===== config.mk =====
export PLATFORM = sky130hd
export DESIGN_NAME = gshare_predictor
export DESIGN_NICKNAME = d
export VERILOG_FILES = /design/src/rtl/rv32i_types.sv /design/src/rtl/gshare_pht.sv /design/src/rtl/gshare_predictor.sv
export SDC_FILE = /design/constraint.sdc
export NUM_CORES = 1
export LEC_CHECK = 0
export CORE_ASPECT_RATIO = 1.25
export CORE_MARGIN = 5
export CORE_UTILIZATION = 62
export DETAILED_ROUTE_END_ITERATION = 10
export PLACE_DENSITY = 0.81
export REMOVE_ABC_BUFFERS = 1
export SYNTH_ARGS = -nofsm -noshare
export SYNTH_HDL_FRONTEND = slang
export SYNTH_SLANG_ARGS = --single-unit

===== constraint.sdc =====
create_clock -name clk -period 5.5 [get_ports clk]
set_clock_uncertainty 0.2 [all_clocks]
set_input_delay 0.55 -clock clk [delete_from_list [all_inputs] [get_ports clk]]
set_output_delay 0.55 -clock clk [all_outputs]
set_load 0.005 [all_outputs]

===== src/rtl/rv32i_types.sv =====
// Shared types for the rv32i pipeline: branch predictor counter encoding.
// Holds the gshare default history width and the counter step helper.
package rv32i_types;

    typedef enum logic [1:0] {
        SNT = 2'd0,
        WNT = 2'd1,
        WT  = 2'd2,
        ST  = 2'd3
    } pred_counter_t;

    localparam int GSHARE_HISTORY_BITS = 8;

    function automatic pred_counter_t sat_step(
        input pred_counter_t c,
        input logic          taken
    );
        pred_counter_t n;
        case (c)
            SNT: n = taken ? WNT : SNT;
            WNT: n = taken ? WT  : SNT;
            WT:  n = taken ? ST  : WNT;
            ST:  n = taken ? ST  : WT;
        endcase
        return n;
    endfunction

endpackage


===== src/rtl/gshare_pht.sv =====
// Pattern history table: 2^HISTORY_BITS saturating 2-bit counters.
// One combinational read port, one saturating train port.
module gshare_pht
    import rv32i_types::*;
#(
    parameter int HISTORY_BITS = GSHARE_HISTORY_BITS
) (
    input  logic                    clk,
    input  logic                    rst_n,
    input  logic [HISTORY_BITS-1:0] rd_index,
    output pred_counter_t           rd_counter,
    input  logic                    wr_en,
    input  logic [HISTORY_BITS-1:0] wr_index,
    input  logic                    wr_taken
);

    localparam int ENTRIES = 1 << HISTORY_BITS;

    pred_counter_t pht [ENTRIES];

    // Read is pre-update: a same-cycle train is visible next cycle.
    assign rd_counter = pht[rd_index];

    always_ff @(posedge clk or negedge rst_n) begin
        if (!rst_n) begin
            for (int i = 0; i < ENTRIES; i++) begin
                pht[i] <= WNT;
            end
        end else if (wr_en) begin
            pht[wr_index] <= sat_step(pht[wr_index], wr_taken);
        end
    end

endmodule


===== src/rtl/gshare_predictor.sv =====
// Gshare direction predictor: PHT indexed by fetch PC XOR global history.
// Define GSHARE_SPEC_HISTORY_EN for speculative history with mispredict repair.
module gshare_predictor
    import rv32i_types::*;
#(
    parameter int HISTORY_BITS = GSHARE_HISTORY_BITS
) (
    input  logic                    clk,
    input  logic                    rst_n,
    input  logic [31:0]             IF_pc,
    input  logic                    IF_is_branch,
    output logic                    global_prediction,
    output logic [HISTORY_BITS-1:0] IF_index,
    input  logic [HISTORY_BITS-1:0] MEM_index,
    input  logic                    branch_result,
    input  logic                    update,
    input  logic                    mispredict
);

    logic [HISTORY_BITS-1:0] ghr_ret;
    logic [HISTORY_BITS-1:0] lookup_ghr;
    pred_counter_t           rd_counter;

    always_ff @(posedge clk or negedge rst_n) begin
        if (!rst_n) begin
            ghr_ret <= '0;
        end else if (update) begin
            ghr_ret <= {ghr_ret[HISTORY_BITS-2:0], branch_result};
        end
    end

`ifdef GSHARE_SPEC_HISTORY_EN
    logic [HISTORY_BITS-1:0] ghr_spec;

    // Repair wins over a same-cycle fetch shift, which is dropped.
    always_ff @(posedge clk or negedge rst_n) begin
        if (!rst_n) begin
            ghr_spec <= '0;
        end else if (update && mispredict) begin
            ghr_spec <= {ghr_ret[HISTORY_BITS-2:0], branch_result};
        end else if (IF_is_branch) begin
            ghr_spec <= {ghr_spec[HISTORY_BITS-2:0], global_prediction};
        end
    end

    assign lookup_ghr = ghr_spec;

    logic unused_pc;
    assign unused_pc = ^{IF_pc[31:HISTORY_BITS+2], IF_pc[1:0]};
`else
    assign lookup_ghr = ghr_ret;

    logic unused_pc;
    assign unused_pc = ^{IF_pc[31:HISTORY_BITS+2], IF_pc[1:0],
                         IF_is_branch, mispredict};
`endif

    assign IF_index = IF_pc[HISTORY_BITS+1:2] ^ lookup_ghr;

    gshare_pht #(
        .HISTORY_BITS(HISTORY_BITS)
    ) u_pht (
        .clk       (clk),
        .rst_n     (rst_n),
        .rd_index  (IF_index),
        .rd_counter(rd_counter),
        .wr_en     (update),
        .wr_index  (MEM_index),
        .wr_taken  (branch_result)
    );

    assign global_prediction = rd_counter[1];

endmodule


==> metrics.md <==
| Metric | Value |
|---|---|
| Starting Density | `62.6%` |
| Pwr/cell area | `327 nW/µm²` |
| Synthesized instance count | `2305` |
| Worst vdd ir | `0.320 mV` |
| Top cell type by total area after synthesis | `dfstp_2` |
| TritonCTS Sinks | `520` |
| Critical path fanouts, max | `20` |
| Final hold violations | `0` |
| Most common cell after layout, fill and taps aside | `a21oi_1` |
| Critical Path End Type | `output port` |
| Sw Pwr | `2.61 mW` |
| First-pass GRT wire length | `117000 µm` |
| Mapped Area | `26900 µm²` |
| Synth Area in XOR/XNOR | `0.261%` |
| Int Power | `7.04 mW` |
| Simple-gate share of the synthesized area | `1.91%` |
| Antenna Nets Post-Route | `0` |
| Combinational Power Share | `16.4%` |
| Fill count | `2915` |
| Die ar. | `47600 µm²` |
| Min Tclk post-route | `5.10 ns` |
| Vias per cell | `7.59` |
| Sequential share of power | `45.3%` |
| Adder-Cell Fraction of Synth Area | `0.0791%` |
| Largest net degree at the start of global routing | `162` |
| Postcts setup bufs | `0` |
| Register area share after synthesis | `49.6%` |
| Clock Tree Buf Depth | `3` |
| Synth Area in Compound Gates | `25.1%` |
| Largest family of logic cells by synthesized area | `compound AO/OA/AOI/OAI gates` |
| Sw Share | `27.1%` |
| Yosys warning count | `0` |
| Total placed instance area | `27700 µm²` |
| Clk slew on worst S/H paths | `0.06 ns` |
| Critical path type | `in2out` |
| Slew headroom | `18.1%` |
| RSZ-0062 raised after global routing | `false` |
| Starting DRT DRC Count | `2681` |
| Antenna cells | `0` |
| Dpl hpwl | `42900 µm` |
| Clock root buffer | `clkbuf_16` |
| IO Port Bufs | `28` |
| Tightest Pin Transition | `1.23 ns` |
| Most frequent cells in the layout | `a21oi_1 (288), dfrtp_1 (264)` |
| CTS H-tree depth | `2` |
| Layout area overhead | `9.68%` |
| Drt first pass iters | `8` |
| Min-Delay Path Class | `in2async` |
| Inst Count DP | `2670` |
| Vias in the first global route | `20929` |
| Final-report max-slew violation count | `0` |
| Initial antenna violation count | `0` |
| Total Power | `9.65 mW` |
| Multiplexer share of the synthesized area | `18.2%` |
| Layout cells sized above 1 | `31.8%` |
| WP data required | `4.75 ns` |
| Routed length per instance | `27.0 µm` |
| Netlist cell types | `35` |
| Finished Cell Area | `29500 µm²` |
| Routed WL | `74600 µm` |
| LEAKAGE | `10.8 nW` |
| Area of the multi-input gates | `12400 µm²` |
| Chip height | `243 µm` |
| Status | `finished, final reports clean` |
| Net count, final | `2206` |
| CTS Buf Count | `52` |
| Post-route insts no fill | `2766` |
| CP Launch Type | `primary input` |
| Post-route clock period utilization | `92.7%` |
| Site Rows | `85` |
| Clk_lat worst skew | `0.61 ns` |
| Global route overflow | `0` |
| I/O pin total | `55` |
| Core region area | `43000 µm²` |
| Synth area leaders | `dfstp_2 (25%), dfrtp_1 (25%), mux4_2 (18%), o31ai_1 (7.1%), a31oi_1 (6.0%)` |
| CP arrival | `4.35 ns` |
| CTS tree | `built` |
| Overall die width | `196 µm` |
| GPL Wtd Cong | `0.863` |
| Fmax | `196 MHz` |
| Share of the synthesized area in the top cell type | `25.0%` |
| MaxCap Viol Count | `0` |
| Total track usage | `30.9%` |
| Clock power frac | `38.3%` |
| FF/Latch Area | `13300 µm²` |
| DRC Markers | `0` |
| Syn_area_per_cell | `11.7 µm²` |
| Yosys reg bits | `520` |
| Via count | `21002` |
| Final setup vio count | `0` |
-- metal layers --
metal	track usage [%]	part of all wire [%]
met1	41.3	36
met4	15.3	4.9
met2	48.5	48
met3	6.89	11
met5	0	0
-- cells by family (layout without fill, tap and decap cells) --
family | after synthesis | after routing
mux | 221 | 221
flops | 520 | 520
xor+xnor | 8 | 8
fa+ha+maj | 2 | 2
compound gates | 1122 | 1122
buf+inv | 322 | 218
simple gates | 110 | 110
-- final timing paths --
path                                                  from                         end  slack [ns]  cells past startpoint
worst max-delay path                              IF_pc[2]           global_prediction        0.40                      9
worst min-delay path                                 rst_n  u_pht.pht[453]$_DFFE_PN0P_        0.24                      2
worst max register to register  u_pht.pht[385]$_DFFE_PN0P_  u_pht.pht[475]$_DFFE_PN0P_        1.62                      9
worst min register to register  u_pht.pht[388]$_DFFE_PN1P_  u_pht.pht[388]$_DFFE_PN1P_        0.29                      2
max in group asynchronous                            rst_n  u_pht.pht[341]$_DFFE_PN0P_        3.47                      3
min in group clk                u_pht.pht[388]$_DFFE_PN1P_  u_pht.pht[388]$_DFFE_PN1P_        0.29                      2
-- final cells by class --
| cell class | count | share of cell area (%) |
|---|---|---|
| sequential | 520 | 45.2 |
| timing repair buffer | 120 | 4.23 |
| clock buffer | 78 | 5.26 |
| tap | 565 | 2.40 |
| multi-input combinational | 1463 | 42.1 |
| clock inverter | 17 | 0.755 |
| inverter | 3 | 0.0382 |
-- through the flow --
step	setup slack (ns)	util (%)	TNS, ns	hold WS [ns]
after CTS	0.405	68.6	0	0.237
final	0.403	68.6	0	0.240
after global routing	0.343	68.6	0	0.251
after floorplan	-3.23	-	-418.33	0.0544
after global placement	0.486	64.5	0	0.260
after detailed placement	0.455	64.5	0	0.262
-- sequential cells by signal, summed over array words and instances, names as in the netlist --
register	count
ghr_ret	8
u_pht.pht	512
-- synthesized netlist by cell type, drive strengths merged --
| library cell | number |
|---|---|
| a21oi | 288 |
| a22oi | 64 |
| a31oi | 256 |
| and2 | 2 |
| and3 | 1 |
| and3b | 1 |
| buf | 80 |
| clkbuf | 239 |
| dfrtp | 264 |
| dfstp | 256 |
| inv | 3 |
| maj3 | 2 |
| mux2 | 8 |
| mux4 | 213 |
| nand2 | 32 |
| nand2b | 6 |
| nand3 | 5 |
| nand3b | 1 |
| nor2 | 37 |
| nor2b | 6 |
| nor3 | 4 |
| nor3b | 1 |
| nor4 | 9 |
| o21ai | 256 |
| o22ai | 2 |
| o31ai | 256 |
| or2 | 3 |
| or3b | 1 |
| or4 | 1 |
| xnor2 | 2 |
| xor2 | 6 |
-- power groups by stage --
stage          registers [mW]  clock network, mW  logic (mW)
6_report                 4.37               3.70        1.58
5_1_grt                  4.40               3.90        1.69
4_1_cts                  4.36               3.74        1.56
3_5_place_dp             4.42                  0        1.55
3_3_place_gp             4.39                  0        1.49
2_1_floorplan            4.35                  0       0.968
-- worst max-delay path, stage by stage --
cell             delay (ns)
clkdlybuf4s50_1        0.56
xor2_4                 0.18
buf_12                 0.23
buf_4                  0.25
mux4_2                 0.54
mux4_2                 0.48
mux4_2                 0.54
mux4_2                 0.51
clkdlybuf4s50_1        0.49
-- repair_timing --
item / 4_1_cts / 5_1_grt
gates resized for setup: 0 / 0
hold endpoints to repair: 37 / 0
hold buffers: 1 / 0
Power figures use the tool's default switching activity.
==> variant (same flow settings) <==
The option `GSHARE_SPEC_HISTORY_EN` is turned on by a define.
--- a/src/rtl/gshare_predictor.sv
+++ b/src/rtl/gshare_predictor.sv
@@ -1,5 +1,7 @@
 // Gshare direction predictor: PHT indexed by fetch PC XOR global history.
 // Define GSHARE_SPEC_HISTORY_EN for speculative history with mispredict repair.
+`define GSHARE_SPEC_HISTORY_EN
+
 module gshare_predictor
     import rv32i_types::*;
 #(
Formal check against the unedited RTL: not equivalent (a bounded check fails within 4 cycles, from zero or initial values and one cycle with rst_n low).
==> variant against the unedited design <==
The flow now finishes with violations (capacitance limit, slew limit); sequential cell count grew 7; design area grew 3.3%; synthesized cell count grew 3.8%; global-route usage grew 2.6 points; non-clock buffer count grew 30; worst hold slack gained 0.020 ns; routed wire length grew 8.9%; largest cell class unchanged; area after synthesis grew 2.0%; critical path type is now reg -> out; total power grew 0.97%; setup slack lost 0.11 ns; sequential power shrank 2%; via count shrank 1.3%; first-iteration DRC count shrank 9.0%.
==> variant: results (changes against the unedited design) <==
Outcome
  – Status: complete, but fails checks
  – Violated checks: capacitance limit, slew limit

Place
  – Inst Count DP: 2,932 (+9.8%)
  – DP Area: 28,700 um^2 (+3.5%)
  – Dpl ws: 0.614 ns (+0.159 ns)
  – Dpl hpwl: 54.0 mm (+26%)
  – Input/output buffers: 30 (+7.1%)
  – GP Congestion: 1.04 (+21%)

Power and ir drop
  – Leakage: 12.6 nW (+16%)
  – Maximum vdd drop: 0.303 mV (-5.5%)
  – Internal power: 7.00 mW (-0.62%)

GRT
  – Initial antenna violation count: 1 (+1)
  – Met1 GRT Util: 42.6% (+1.3 points)
  – Pin count of the biggest net entering global routing: 181 (+12%)
  – Grt met3 use: 7.92% (+1.0 points)
  – Met2 Use GR: 52.3% (+3.8 points)
  – Gr usage total: 33.5% (+2.6 points)
  – First-pass GRT wire length: 125 mm (+6.4%)

Clock tree
  – Max Buffers Root-to-Sink: 3 (unchanged)
  – CTS buffer count: 51 (-1.9%)
  – Root Driver: clkbuf_16
  – Insertion delay to the later sink of the worst-skew pair: 0.59 ns (-0.02 ns)
  – CTS H-tree lvls: 2 (unchanged)

Final layout
  – Top Registers: u_pht.pht: 512 flops, ghr_spec: 8 flops, ghr_ret: 7 flops
  – Post-Layout Cell Count: 3,029 (+9.5%)
  – Fin nets: 2,460 (+12%)
  – Layout cells sized above 1: 36.2% (+4.4 points)
  – Fill cell count: 2,987 (+2.5%)
  – Ant. Diodes: 0 (unchanged)
  – FF/Latch Area: 13,500 um^2 (+1.3%)

Yosys
  – Seq/Total Area, Yosys: 49.3% (-0.31 points)
  – Synthesized instance count: 2,393 (+3.8%)
  – Async SR Flop Fraction: 100% (unchanged)
  – Library cells used by synthesis: 59 (+69%)
  – Top cells by area, synth: dfrtp_1 (25%), dfstp_2 (25%), mux2_2 (11%)
  – Top post-synthesis cells by count: nand2_1 (513), dfrtp_1 (271), mux2_2 (268)
  – Top_reg_cell synth: dfrtp_1

Worst setup path
  – Critical path arrival: 4.46 ns (+0.11 ns)
  – CP max-delay cell: or3_1
  – Crit-path max cell delay: 0.84 ns (+0.28 ns)
  – Crit path max fanout: 11 (-45%)
  – Crit path max-delay family: simple AND/OR/NAND/NOR gates
  – R2r setup slk: 1.27 ns (-0.35 ns)
  – R2r startpoint: u_pht.pht[8]$_DFFE_PN1P_
  – CP Launch Point: ghr_spec[3]$_DFFE_PN0P_

Drt
  – Pre-Repair DR Iteration Count: 6 (-2)
  – Drt initial violations: 2,439 (-9.0%)
  – Wire per inst: 26.8 um (-0.58%)
  – Vias: 20,700 (-1.3%)

STA
  – WHS: 0.260 ns (+0.0203 ns)
  – Fmax: 0.192 GHz (-2.2%)
  – Max-slew violations: 1 (+1)
  – Relative slew margins: -1.95% (-20 points)

Job
  – Max-cap violations: 1 (+1)

Hold path
  – Hold Path Class: reg -> reg
==> variant: cell families after synthesis <==
kind of cell	count (synthesis)	synth area share [%]
AND/OR/NAND/NOR	698	10.6
multiplexers	548	27.1
flip-flops	527	49.3
AO/OA/AOI/OAI	421	9.21
buffers and inverters	191	3.54
XOR/XNOR	8	0.256
==> variant: path summary, 6_finish.rpt <==
check / end / cells past startpoint
worst min register to register: u_pht.pht[250]$_DFFE_PN1P_ / 2
max in group asynchronous: u_pht.pht[305]$_DFFE_PN0P_ / 3
worst max-delay path: global_prediction / 9
min in group asynchronous: u_pht.pht[109]$_DFFE_PN0P_ / 2
worst min-delay path: u_pht.pht[250]$_DFFE_PN1P_ / 2
worst max register to register: u_pht.pht[1]$_DFFE_PN0P_ / 9
==> variant: metal layers <==
metal  up-vias  wire (um)
met2      1310      37700
met1     10300      28400
met4         0       6080
li1       8762          -
met5         -          0
met3       370       9040
==> variant: cell type report <==
type	instances	area share, %
flip-flops and latches	527	44.4
multi-input cells	1675	42.7
clock buffers	72	4.78
repair buffers	150	4.64
well taps	572	2.35
clock inverters	24	1.06
inverters	9	0.111
==> variant: timing repair <==
item / 4_1_cts / 5_1_grt
gates resized for setup: 0 / 0
setup buffers: 0 / 0
endpoints found under the hold margin: 42 / 0
hold buffers: 1 / 0
==> variant: worst reg2reg max path, delay by kind of cell, from the launching register on <==
kind            cells  cell delay [ns]
simple gates        2             0.41
flops               1             0.54
mux                 2             0.65
compound gates      4             2.03
buf+inv             1             0.35
==> variant: power by group through the flow <==
stage | logic (mW) | registers, mW | clock network, mW
after floorplan | 1.03 | 4.29 | 0
after global placement | 1.65 | 4.33 | 0
after detailed placement | 1.68 | 4.35 | 0
after CTS | 1.70 | 4.29 | 3.75
after global routing | 1.81 | 4.32 | 3.91
final | 1.73 | 4.30 | 3.72
